## src/rtl/fpu_pkg.sv

```systemverilog
// Shared single-precision FPU definitions: divider FSM encoding and IEEE-754 constants.
package fpu_pkg;

  typedef enum logic [1:0] {
    ST_IDLE = 2'd0,
    ST_DIV  = 2'd1,
    ST_NORM = 2'd2,
    ST_OUT  = 2'd3
  } fdiv_state_e;

  localparam logic [31:0] QNAN     = 32'h7FC0_0000;
  localparam int          EXP_BIAS = 127;
  localparam int          MANT_W   = 24;

endpackage

```

## src/rtl/fdiv_special.sv

```systemverilog
// Combinational classifier for divide special cases (NaN, infinity, zero operands).
module fdiv_special
  import fpu_pkg::*;
(
  input  logic [31:0] a_i,
  input  logic [31:0] b_i,
  output logic        is_special_o,
  output logic [31:0] special_result_o
);

  logic sign_s;
  logic a_zero_s, a_inf_s, a_nan_s;
  logic b_zero_s, b_inf_s, b_nan_s;

  assign sign_s   = a_i[31] ^ b_i[31];
  // Exponent field 0 counts as zero; denormal fraction bits are deliberately ignored.
  assign a_zero_s = (a_i[30:23] == 8'h00);
  assign b_zero_s = (b_i[30:23] == 8'h00);
  assign a_inf_s  = (a_i[30:23] == 8'hFF) && (a_i[22:0] == 23'h0);
  assign b_inf_s  = (b_i[30:23] == 8'hFF) && (b_i[22:0] == 23'h0);
  assign a_nan_s  = (a_i[30:23] == 8'hFF) && (a_i[22:0] != 23'h0);
  assign b_nan_s  = (b_i[30:23] == 8'hFF) && (b_i[22:0] != 23'h0);

  // Priority-ordered special-case resolution
  always_comb begin
    is_special_o     = 1'b1;
    special_result_o = QNAN;
    if (a_nan_s || b_nan_s) begin
      special_result_o = QNAN;
    end else if ((a_inf_s && b_inf_s) || (a_zero_s && b_zero_s)) begin
      special_result_o = QNAN;
    end else if (a_inf_s || b_zero_s) begin
      special_result_o = {sign_s, 8'hFF, 23'h0};
    end else if (a_zero_s || b_inf_s) begin
      special_result_o = {sign_s, 31'h0};
    end else begin
      is_special_o     = 1'b0;
      special_result_o = 32'h0;
    end
  end

endmodule

```

## src/rtl/fdiv_seq.sv

```systemverilog
// Sequential IEEE-754 single divider: one restoring-division quotient bit per cycle,
// truncating rounding, flush-to-zero on underflow.
module fdiv_seq
  import fpu_pkg::*;
#(
  parameter int EARLY_SPECIAL = 1
) (
  input  logic        clk,
  input  logic        rst_n,
  input  logic        in_valid,
  output logic        in_ready,
  input  logic [31:0] a,
  input  logic [31:0] b,
  output logic        out_valid,
  input  logic        out_ready,
  output logic [31:0] s
);

  fdiv_state_e        state_q;
  logic [4:0]         cnt_q;
  logic [MANT_W-1:0]  mb_q;
  logic [MANT_W:0]    rem_q;
  logic [MANT_W:0]    quo_q;
  logic               sign_q;
  logic signed [9:0]  diff_q;
  logic               spec_q;
  logic [31:0]        spec_res_q;
  logic               out_valid_q;
  logic [31:0]        s_q;

  logic               is_special_s;
  logic [31:0]        special_result_s;
  logic               ge_s;
  logic [MANT_W:0]    rem_sub_s;
  logic signed [9:0]  exp_s;
  logic [22:0]        frac_s;
  logic [31:0]        norm_res_s;

  fdiv_special u_special (
    .a_i              (a),
    .b_i              (b),
    .is_special_o     (is_special_s),
    .special_result_o (special_result_s)
  );

  assign ge_s      = (rem_q >= {1'b0, mb_q});
  assign rem_sub_s = ge_s ? (rem_q - {1'b0, mb_q}) : rem_q;

  // Normalise the 25-bit quotient, then clamp exponent to inf/zero or apply a late special
  always_comb begin
    norm_res_s = 32'h0;
    if (quo_q[24]) begin
      exp_s  = diff_q + 10'(EXP_BIAS);
      frac_s = quo_q[23:1];
    end else begin
      exp_s  = diff_q + 10'(EXP_BIAS - 1);
      frac_s = quo_q[22:0];
    end
    if (spec_q) begin
      norm_res_s = spec_res_q;
    end else if (exp_s >= 10'sd255) begin
      norm_res_s = {sign_q, 8'hFF, 23'h0};
    end else if (exp_s <= 10'sd0) begin
      norm_res_s = {sign_q, 31'h0};
    end else begin
      norm_res_s = {sign_q, exp_s[7:0], frac_s};
    end
  end

  // Control FSM and datapath registers
  always_ff @(posedge clk or negedge rst_n) begin
    if (!rst_n) begin
      state_q     <= ST_IDLE;
      cnt_q       <= 5'd0;
      mb_q        <= '0;
      rem_q       <= '0;
      quo_q       <= '0;
      sign_q      <= 1'b0;
      diff_q      <= 10'sd0;
      spec_q      <= 1'b0;
      spec_res_q  <= 32'h0;
      out_valid_q <= 1'b0;
      s_q         <= 32'h0;
    end else begin
      case (state_q)
        ST_IDLE: begin
          out_valid_q <= 1'b0;
          if (in_valid) begin
            mb_q       <= {1'b1, b[22:0]};
            rem_q      <= {2'b01, a[22:0]};
            quo_q      <= '0;
            cnt_q      <= 5'd0;
            sign_q     <= a[31] ^ b[31];
            diff_q     <= $signed({2'b00, a[30:23]} - {2'b00, b[30:23]});
            spec_q     <= is_special_s;
            spec_res_q <= special_result_s;
            if ((EARLY_SPECIAL != 0) && is_special_s) begin
              s_q     <= special_result_s;
              state_q <= ST_OUT;
            end else begin
              state_q <= ST_DIV;
            end
          end
        end
        ST_DIV: begin
          quo_q <= {quo_q[MANT_W-1:0], ge_s};
          rem_q <= rem_sub_s << 1;
          if (cnt_q == 5'd24) begin
            cnt_q   <= 5'd0;
            state_q <= ST_NORM;
          end else begin
            cnt_q <= cnt_q + 5'd1;
          end
        end
        ST_NORM: begin
          s_q     <= norm_res_s;
          state_q <= ST_OUT;
        end
        ST_OUT: begin
          // out_valid rises one cycle after entering OUT, giving latency 1 / 27
          if (out_valid_q && out_ready) begin
            out_valid_q <= 1'b0;
            state_q     <= ST_IDLE;
          end else begin
            out_valid_q <= 1'b1;
          end
        end
        default: begin
          state_q <= ST_IDLE;
        end
      endcase
    end
  end

  assign in_ready  = (state_q == ST_IDLE);
  assign out_valid = out_valid_q;
  assign s         = s_q;

endmodule

```

## config.mk

```make
export PLATFORM = sky130hd
export DESIGN_NAME = fdiv_seq
export DESIGN_NICKNAME = d
export VERILOG_FILES = /design/src/rtl/fpu_pkg.sv /design/src/rtl/fdiv_special.sv /design/src/rtl/fdiv_seq.sv
export SDC_FILE = /design/constraint.sdc
export NUM_CORES = 1
export LEC_CHECK = 0
export BUFFER_PORTS_ARGS = -buffer_cell sky130_fd_sc_hd__buf_2
export CAP_MARGIN = 10
export CORE_MARGIN = 2
export CORE_UTILIZATION = 59
export CTS_CLUSTER_DIAMETER = 80
export DETAILED_ROUTE_END_ITERATION = 16
export GPL_ROUTABILITY_DRIVEN = 0
export PLACE_DENSITY = 0.84
export SETUP_SLACK_MARGIN = 0.2
export SYNTH_ARGS = -nofsm -noshare
export SYNTH_HDL_FRONTEND = slang
export SYNTH_SLANG_ARGS = --single-unit
```

## constraint.sdc

```tcl
create_clock -name clk -period 3.2 [get_ports clk]
set_input_delay 0 -clock clk [delete_from_list [all_inputs] [get_ports clk]]
set_output_delay 0 -clock clk [all_outputs]
set_load 0.005 [all_outputs]
```

## Word level (Yosys, flattened, before mapping)

Cells that the tools add are included.

| operators by class | value |
|---|---|
| multiplexer cells | 31 |
| eq/ne operators | 10 |
| add/subtract/negate cells | 5 |
| reductions and logical operators | 25 |
| bitwise operators | 1 |
| magnitude comparators | 3 |

Operators by type and width:

| kind | count |
|---|---|
| two-way mux 32 bit | 7 |
| one-hot mux 25 bit (2 select lines) | 2 |
| one-hot mux 32 bit (2 select lines) | 1 |
| two-way mux 31 bit | 2 |
| two-way mux 25 bit | 2 |
| logical NOT 23 bit | 2 |
| nonzero test 23 bit | 2 |
| >= comparator 25 x 24 -> 1 bit | 1 |
| two-way mux 24 bit | 1 |
| subtractor 24 bit | 1 |
| two-way mux 23 bit | 1 |
| adder 10 x 8 -> 10 bit (second input constant) | 2 |
| equality test 8 bit (second input constant) | 2 |
| logical NOT 8 bit | 2 |
| >= comparator 10 x 9 -> 1 bit (second input constant) | 1 |
| less-or-equal comparator 10 x 1 -> 1 bit (second input constant) | 1 |
| two-way mux 10 bit | 1 |
| two-way mux 5 bit | 2 |
| one-hot mux 5 bit (2 select lines) | 1 |
| subtractor 8 x 8 -> 9 bit | 1 |
| two-way mux 2 bit | 4 |
| one-hot mux 2 bit (4 select lines) | 1 |
| logical AND 1 bit | 7 |
| != test 2 bit (second input constant) | 3 |
| other kinds (13) | 25 |

| storage, ports and cells | value |
|---|---|
| output and inout bits | 34 |
| input bits | 68 |
| register bits after elaboration | 158 |
| word-level logic and storage cells | 86 |

## Logic depth before layout (Yosys ltp)

| depth | value |
|---|---|
| word-level depth | 10 |
| gate-level depth with buffers | 12 |
| mapped depth without buffers | 11 |

## Modules after synthesis

From an unflattened synthesis, not the netlist that was laid out.

| second synthesis, totals | value |
|---|---|
| cell total of the unflattened synthesis | 1,043 |
| area total of the unflattened synthesis | 9,759.4 um^2 |

Modules (own cells, without submodules):

| module | instances | area an instance (um^2) | seq. area each (um^2) | cells an instance |
|---|---|---|---|---|
| fdiv_seq | 1 | 9,278.9 | 3,928.8 | 971 |
| fdiv_special | 1 | 480.5 | 0.0 | 72 |

## Worst setup path after synthesis

Ideal clock, no wire load.

| timing | value |
|---|---|
| path kind | reg-to-reg |
| start point | register mb_q[0] |
| end point | register rem_q[15] |
| setup slack | 580 ps |
| period minus slack after synthesis | 2,620 ps |
| cell stages (with the launch flop) | 11 |
| arrival time | 2,542 ps |
| data required time | 3,123 ps |
| buffers on the path | 0 |
| setup time | 77 ps |
| path through | dfrtp_1 -> ha_1 -> fa_1 -> nand2b_1 -> a21o_1 -> a32o_1 -> o21a_1 -> o21ai_1 -> nor2_1 -> or4b_1 -> a21oi_1 |

| between the ends | value |
|---|---|
| longest elaborated chain between the ends | 3 |
| elaborated cells on any way between the ends | 4 |
| those cells by class | add/sub (1); order compare (1); mux (2) |

Ends and longest elaborated chain:

| element | RTL line | source |
|---|---|---|
| from (decl) | fdiv_seq.sv:21 | `logic [MANT_W-1:0] mb_q;` |
| from (signal assigned) | fdiv_seq.sv:89 | `mb_q <= {1'b1, b[22:0]};` |
| subtractor 24 bit / >= comparator 25 x 24 -> 1 bit (equally long branches) | fdiv_seq.sv:47, fdiv_seq.sv:46 |  |
| two-way mux 24 bit (*) | fdiv_seq.sv:47 | `assign rem_sub_s = ge_s ? (rem_q - {1'b0, mb_q}) : rem_q;` |
| one-hot mux 25 bit (2 select lines) (*) | fdiv_seq.sv:85 | `case (state_q)` |
| to (signal assigned) | fdiv_seq.sv:90 | `rem_q <= {2'b01, a[22:0]};` |
| to (signal assigned) | fdiv_seq.sv:107 | `rem_q <= rem_sub_s << 1;` |
| to (decl) | fdiv_seq.sv:22 | `logic [MANT_W:0] rem_q;` |

Mark *: on every way between the ends. The rest lies on a longest branch, timed or not.
A chain may end at the register's enable or synchronous reset.

## Final worst setup path

| timing | value |
|---|---|
| start point | register rem_q[15] |
| end point | register rem_q[10] |

| between the ends | value |
|---|---|
| longest elaborated chain between the ends | 3 |

Ends and longest elaborated chain:

| element | RTL line | source |
|---|---|---|
| >= comparator 25 x 24 -> 1 bit | fdiv_seq.sv:46 | `assign ge_s = (rem_q >= {1'b0, mb_q});` |
| two-way mux 24 bit | fdiv_seq.sv:47 |  |
| one-hot mux 25 bit (2 select lines) | fdiv_seq.sv:85 |  |

No other way between the ends.

==> metrics.txt <==
met2 track utilization from global routing=50.7%; clock sink count=128; Initial Utilization=between 60 and 70%; ys async rst share=between 90% and 100%; worst hold slack=0.00599 ns; Mapped Cells=~850; worst skew pair latency=roughly 0.43 ns; CP peak stage delay=roughly 0.40 ns; number of I/O port buffers=101; final core occ=74.4%; Routed WL per cell=17.5 µm; Hold Path Class=in -> reg; Post-Syn Nets=962; reg2reg start=rem_q[15]; CP required=3.52 ns; mapped cell area=7680 µm²; ys flop type=dfrtp_1; Total Die Area=13900 µm²; Yosys reg bits=128; f_max=346 MHz; Total Negative Setup Slacks=0 ns; Final ANT Viol Nets=0; status=finished clean; number of global-route vias before repair=6877; diode count=0; RSZ-0062 raised after global routing=true; fin crit period=2.89 ns; Residual DRC=0; GR Util met3=6.64%; Yosys top cell area share=between 40% and 50%; worst-path fanout max=10; worst min-delay path startpoint=b[24]; final hold vios=0; vias per std cell=6.04; # rows=41; hpwl dp=13.6 mm; chip height=118 µm; Leakage=4.28 nW; fin. max-slew vios=0; CTS tree=yes; met1 GRT Util=38.6%; core area=12700 µm²; CTS clk-pin slew, worst paths=0.06 ns; Top Usage Layer GRT=met2; pin count of the biggest net entering global routing=79; Final nets=roughly 1.1k; CP Capture Type=flip-flop; Crit path max-delay family=simple AND/OR/NAND/NOR gates; clk root buf=clkbuf_16; I/O Pins=102; crit path launch=rem_q[15]; pre-CTS setup slack=about 0.26 ns; slew margin rel.=between 30 and 40%; Synth cell types=66; final WL=20.7 mm; layout cells sized above 1=approximately 18%; CTS H-tree depth=4; Clock Tree Buf Depth=2; initial antenna violation count=0; Power per Cell Area=1060 nW/µm²; GRT overflow=0; Mapped Avg Cell Area=about 9 µm²; total vias in the final route=7135; post-route clock period utilization=between 90% and 100%; Slew @ Worst Pin=between 0.9 and 1 ns; number of synthesized flops with an enable pin=0; Worst Path Buf+Inv=1; CP Class=reg -> reg; first-pass GRT wire length=34.2 mm; Iter 0 DRT Violations=674; # setup viols final=0; post-synth top area cell=dfrtp_1; CP cell instances=ha_1 -> and4_1 -> and4_1 -> a31oi_4 -> nand2_1 -> or3_1 -> nand2_2 -> buf_4 -> o211ai_1 -> a22o_1; sequential share of the synthesized area=41.7%; Die Wd=118 µm; GRT Overall Usage=30.7%; Worst Path Arrival=3.21 ns; CP most frequent cell=and4_1; drt pass-1 iters=5; CTS Buf Count=17; Synth area leaders=dfrtp_1 (42%), ha_1 (6.7%), nand2_1 (5.5%); worst vdd ir=a little under 0.6 mV; Clock Skew=0.0110 ns; Max-Cap Viols=0; CP Launch Type=flip-flop; Slowest-stage cell, CP=ha_1; post-route setup slack=0.306 ns; Syn. warnings=0; area delta synth->final=22.8%
==> routing by layer <==
layer / part of all wire [%] / vias up
met4: 3.3 / 0
met1: 42 / 3385
met5: 0 / -
met3: 7.7 / 67
met2: 47 / 342
li1: - / 3341
==> state kept, by name, summed over array words and instances, names as in the netlist <==
name        count
quo_q          25
cnt_q           5
out_valid       1
s              32
spec_res_q      3
rem_q          25
diff_q          9
mb_q           24
spec_q          1
sign_q          1
state_q         2
==> cells by family after synthesis <==
family          after synthesis  share of synthesized area [%]
simple gates                265                           16.4
compound gates              257                           21.8
mux                          36                           4.76
flops                       128                           41.7
fa+ha+maj                    43                           7.20
xor+xnor                     29                           3.31
buf+inv                      93                           4.84
==> worst paths after layout <==
check / end / slack (ns) / cells after the start
setup / recovery: rem_q[10] / 0.31 / 10
hold / removal: diff_q[1] / 0.006 / 3
setup reg to reg: rem_q[10] / 0.31 / 10
hold reg to reg: mb_q[23] / 0.46 / 2
max in group asynchronous: mb_q[17] / 2.08 / 3
min in group asynchronous: s[30] / 0.28 / 2
==> worst register-to-register path, delay by kind of cell (launching register included) <==
family | cells | cell delay (ns)
flops | 1 | 0.39
fa+ha+maj | 1 | 0.40
buf+inv | 1 | 0.19
simple gates | 5 | 1.29
compound gates | 3 | 0.52
==> where the power goes <==
group	internal (mW)	total [mW]	switching [mW]	leakage, nW
sequential	2.09	2.42	0.335	1.64
clock	1.07	1.83	0.760	0.274
combinational	2.31	5.73	3.42	2.37
total	5.47	9.99	4.52	4.28
==> synth_stat cells (13+ instances only) <==
cell type,count
ha_1,41
o21ai_1,22
o21ai_0,73
nor2_1,50
a21oi_1,50
nor4_1,13
xnor2_1,20
inv_1,54
a22o_1,26
clkbuf_1,30
mux2i_1,32
dfrtp_1,128
nand2_1,112
nand3_1,14
==> cell type report <==
type                    instances  area (µm²)
repair buffers                166        1120
multi-input cells             630        4130
flip-flops and latches        128        3200
clock buffers                  17         425
inverters                      54         203
clock inverters                14         135
well taps                     172         215
fillers                       912        3240
==> what timing repair did <==
item | in CTS | in global routing
gates resized for setup | 0 | 5
hold buffers | 44 | 0
buffers inserted | 0 | 5
hold endpoints to repair | 115 | 0
setup endpoints to repair | 0 | 18
==> metrics by stage <==
stage          total power, mW  instance area (µm²)  std cells
5_1_grt                   10.7                 9430       1181
6_report                  9.99                 9430       1181
3_5_place_dp              7.68                 8370       1101
3_3_place_gp              7.57                 8370       1101
2_1_floorplan             6.41                 7680        851
4_1_cts                   9.65                 9370       1176
==> cells in the final DEF (no fill, tap or decap), types with 7 or more instances in the layout <==
cell type      Yosys  routed
dfrtp_1          128     128
nand3_1           14      14
nand4_1           11      11
buf_4              2      21
nor2b_1            9       9
dlygate4sd3_1      0      44
o31ai_1            9       9
a21oi_1           50      48
ha_1              41      41
xor2_1             9       9
nand2_1          112     111
buf_2              6     100
a21o_1             8       8
o21ai_0           73      72
nor3_1            12      12
nor4_1            13      13
o21ai_1           22      22
nor2_1            50      49
clkbuf_16          0      17
mux2i_1           32      32
o22ai_1           11      11
nand2b_1           7       7
xnor2_1           20      20
a22o_1            26      26
or3_1             12      12
o21a_1             7       7
inv_1             54      54
o211ai_1           8       8
Power figures use the tool's default switching activity.
